**config.mk**
```make
export PLATFORM = sky130hd
export DESIGN_NAME = countdown_timer
export DESIGN_NICKNAME = d
export VERILOG_FILES = /design/src/rtl/timer_pkg.sv /design/src/rtl/bcd_down_digit.sv /design/src/rtl/countdown_timer.sv
export SDC_FILE = /design/constraint.sdc
export NUM_CORES = 1
export LEC_CHECK = 0
export ABC_AREA = 1
export BUFFER_PORTS_ARGS = -buffer_cell sky130_fd_sc_hd__buf_2
export CORE_ASPECT_RATIO = 0.6
export CORE_MARGIN = 4
export CORE_UTILIZATION = 45
export CTS_BUF_LIST = sky130_fd_sc_hd__clkbuf_4
export DETAILED_ROUTE_END_ITERATION = 10
export HOLD_SLACK_MARGIN = 0.03
export PLACE_DENSITY = 0.71
export SYNTH_ARGS = -nofsm -noshare
export SYNTH_HDL_FRONTEND = slang
export SYNTH_HIERARCHICAL = 1
export SYNTH_SLANG_ARGS = --single-unit
```
**constraint.sdc**
```tcl
create_clock -name fastclock -period 2.6 [get_ports fastclock]
set_clock_uncertainty 0.1 [all_clocks]
set_input_delay 0.52 -clock fastclock [delete_from_list [all_inputs] [get_ports fastclock]]
set_output_delay 0.52 -clock fastclock [all_outputs]
set_load 0.02 [all_outputs]
```
**src/rtl/timer_pkg.sv**
```systemverilog
// timer_pkg: shared state encoding, BCD limit and default tick rate for the countdown timer.
package timer_pkg;
  typedef enum logic [1:0] {IDLE, RUN, PAUSED, EXPIRED} state_t;
  localparam logic [3:0] BCD_MAX = 4'd9;
  localparam int DEF_TICKS_PER_SEC = 50_000_000;
  function automatic logic [3:0] bcd_clamp(input logic [3:0] v);
    return (v > BCD_MAX) ? BCD_MAX : v;
  endfunction
endpackage

```
**src/rtl/bcd_down_digit.sv**
```systemverilog
// bcd_down_digit: one loadable BCD digit that counts down and wraps 0 -> 9 with a borrow.
module bcd_down_digit
  import timer_pkg::*;
(
  input  logic       fastclock,
  input  logic       reset,
  input  logic       en,
  input  logic       load,
  input  logic [3:0] load_val,
  output logic [3:0] digit,
  output logic       borrow_out
);
  assign borrow_out = en & (digit == 4'd0);
  always_ff @(posedge fastclock)
    if (reset) digit <= 4'd0;
    else if (load) digit <= load_val;
    else if (en) digit <= (digit == 4'd0) ? BCD_MAX : digit - 4'd1;
endmodule

```
**src/rtl/countdown_timer.sv**
```systemverilog
// countdown_timer: two-digit BCD countdown with 1 s prescaler, pause/resume and expiry flag.
module countdown_timer
  import timer_pkg::*;
#(
  parameter int TICKS_PER_SEC = DEF_TICKS_PER_SEC,
  parameter int PRESC_W = 26
) (
  input  logic       fastclock,
  input  logic       reset,
  input  logic       load,
  input  logic [3:0] load_tens,
  input  logic [3:0] load_ones,
  input  logic       start,
  input  logic       pause,
  output logic [3:0] tens,
  output logic [3:0] ones,
  output logic       running,
  output logic       done,
  output logic       expire,
  output logic       tick
);
  localparam logic [PRESC_W-1:0] RELOAD = PRESC_W'(TICKS_PER_SEC - 1);
  state_t state;
  logic [PRESC_W-1:0] presc;
  logic ld, dec, last, ones_borrow, tens_borrow;
  // pause beats a pending tick, so the prescaler stays at 0 and fires right after resume
  assign ld = load & (state != RUN);
  assign dec = (state == RUN) & (presc == '0) & ~pause;
  assign last = dec & (tens == 4'd0) & (ones == 4'd1);
  assign running = (state == RUN);
  assign done = (state == EXPIRED);
  bcd_down_digit u_ones (
    .fastclock(fastclock), .reset(reset), .en(dec), .load(ld),
    .load_val(bcd_clamp(load_ones)), .digit(ones), .borrow_out(ones_borrow)
  );
  bcd_down_digit u_tens (
    .fastclock(fastclock), .reset(reset), .en(ones_borrow), .load(ld),
    .load_val(bcd_clamp(load_tens)), .digit(tens), .borrow_out(tens_borrow)
  );
  always_ff @(posedge fastclock)
    if (reset) begin
      state <= IDLE;
      presc <= RELOAD;
      tick <= 1'b0;
      expire <= 1'b0;
    end else begin
      tick <= dec;
      expire <= last;
      if (ld) begin
        state <= IDLE;
        presc <= RELOAD;
      end else
        case (state)
          IDLE: if (start && (tens != 4'd0 || ones != 4'd0)) begin
            state <= RUN;
            presc <= RELOAD;
          end
          RUN: if (pause) state <= PAUSED;
          else begin
            presc <= (presc == '0) ? RELOAD : presc - 1'b1;
            if (last) state <= EXPIRED;
          end
          PAUSED: if (!pause && start) state <= RUN;
          default: ;
        endcase
    end
  logic unused;
  assign unused = tens_borrow;
endmodule
```
==> metrics.csv <==
metric,value,unit
setup bufs post-CTS,0,
Iteration-0 DRC Markers,251,
min cycle time layout,2.29,ns
fraction of layout instances using a drive strength above 1,0.179,
power after layout,1.41,mW
fin crit share,0.880,
warning count from the yosys run,6,
max-cap violation count,0,
antenna-violating nets left,0,
total negative setup slack,0,ns
number of cell rows,20,
height of the die,66.4,um
floorplan die width,105,um
total congestion overflow,0,
maximum root-to-sink buffer count,2,
vias in the first global route,2314,
routability cong.,0.933,
die outline area,7000,um^2
IO Port Bufs,24,
diodes inserted,0,
total track usage,0.208,
total nets after synthesis,428,
syn_area_per_cell,6.18,um^2
CTS-repair resized insts,0,
setup repair after global routing missed its margin,no,
final number of setup-violating endpoints,0,
worst setup slack after layout,0.311,ns
post-DR wirelength/cell,13.3,um
Final Hold Slack,0.368,ns
DRC Markers,0,
post-DR vias/cell,5.29,
final standard cell count with taps included and fillers excluded,519,
number of nets at the end of the flow,455,
quantity of hold-fixing buffers added after cts,0,
Global Route met3 Usage,0.0576,
total core area,5280,um^2
cell count after placement,511,
Num Clock Sinks,38,
maximum number of pins on one net before global-route repair,21,
M1 GR Usage,0.324,
pin slew with the least headroom to its limit,0.664,ns
relative slew slack,0.557,
class of the most critical setup path,reg -> reg,
met2 usage in global routing,0.275,
maximum level of the CTS H-tree,2,
synthesized instance count,414,
growth of design area from synthesis to finish,9.73,%
starting density of the core,0.485,
number of search-and-repair iterations in the first detailed-routing pass,5,
leakage power summed over all cells,1.27,nW
layer carrying the most global-route usage,met1,
Critical Path End Type,register,
worst-path maximum fanout,6,
crit start category,register,
Worst Path Arrival,2.45,ns
required time of the worst setup path,2.76,ns
first-pass GRT wire length,11600,um
Num CTS Buffers,5,
peak supply drop,0.219,mV
overall via count from detail_route,2745,
Post-Syn Area,2560,um^2
upper clock frequency limit,437,MHz
clock-pin slew on the worst setup and hold paths,0.12,ns
number of max-slew violations in the final report,0,
run status,completed,
filler cell count in the final layout,539,
total routed wirelength,6880,um
latest clock arrival within the worst-skew pair,0.35,ns
Detailed Place HPWL,5330,um
top-level I/O count,25,
clk root buf,sky130_fd_sc_hd__clkbuf_4,
placement-stage worst setup slack,0.370,ns
initial antenna violation count,0,
power per unit of standard cell area,504,nW/um^2
final hold vios,0,
CTS tree,done,
Hold Path Class,in -> reg,
-- layout make-up --
class,instances,area [um^2],area share
Tap cell,77,96.3,0.0343
Inverter,53,199,0.0708
Timing Repair Buffer,28,150,0.0535
Multi-Input combinational cell,315,1550,0.551
Clock buffer,6,45.0,0.0160
Clock inverter,2,8.76,0.00312
Sequential cell,38,761,0.271
-- where the power goes --
| group | internal, mW | leakage (nW) | total [mW] | switching, mW |
|---|---|---|---|---|
| clock | 0.112 | 0.0331 | 0.322 | 0.210 |
| sequential | 0.614 | 0.309 | 0.656 | 0.0419 |
| combinational | 0.132 | 0.927 | 0.436 | 0.304 |
-- metrics by stage --
stage,utilization,cell area (um^2)
final,0.532,2810
after global routing,0.532,2810
after CTS,0.532,2810
after detailed placement,0.522,2760
after global placement,0.522,2760
after floorplan,-,2560
-- cell usage in the layout (no fill, tap or decap), drive strengths merged, types with 4 or more instances in the layout --
master	instances
nand2	116
clkbuf	6
and2	4
o21ai	19
dfxtp	38
nor2	91
inv	53
nand4	11
a21oi	10
buf	28
nand3	44
-- routing by layer --
metal,vias up,part of all wire
li1,1368,-
met1,1255,0.52
met3,6,0.11
met4,0,0.0076
met2,116,0.36
met5,-,0
-- path summary, 6_finish.rpt --
kind / start / to / slack, ns / cells past startpoint
setup reg to reg: presc[0]$_SDFFE_PP1P_ / u_tens/digit[1]$_SDFFE_PP0P_ / 0.31 / 17
hold / removal: start / state[0]$_SDFFE_PP0P_ / 0.37 / 3
setup / recovery: presc[0]$_SDFFE_PP1P_ / u_tens/digit[1]$_SDFFE_PP0P_ / 0.31 / 17
hold reg to reg: presc[13]$_SDFFE_PP1P_ / presc[13]$_SDFFE_PP1P_ / 0.42 / 2
-- critical path: stages (launching register included) --
cell and delay, ns:
sky130_fd_sc_hd__dfxtp_1 0.35, sky130_fd_sc_hd__inv_1 0.10, sky130_fd_sc_hd__ha_1 0.20, sky130_fd_sc_hd__nand2_2 0.12, sky130_fd_sc_hd__nor2_4 0.20, sky130_fd_sc_hd__nand2_2 0.07
sky130_fd_sc_hd__inv_1 0.07, sky130_fd_sc_hd__nand2_2 0.07, sky130_fd_sc_hd__nor2_1 0.17, sky130_fd_sc_hd__inv_1 0.11, sky130_fd_sc_hd__nor2_1 0.18, sky130_fd_sc_hd__nor2_2 0.08
sky130_fd_sc_hd__inv_2 0.10, sky130_fd_sc_hd__nand2_1 0.06, sky130_fd_sc_hd__nand2_1 0.07, sky130_fd_sc_hd__o211ai_2 0.07, sky130_fd_sc_hd__nand2_1 0.06, sky130_fd_sc_hd__inv_1 0.03
-- registers in the layout, summed over array words and instances, names as in the netlist --
signal,count
u_ones/digit,4
presc,26
tick,1
u_tens/digit,4
expire,1
state,2
(Power assumes the default switching activity.)
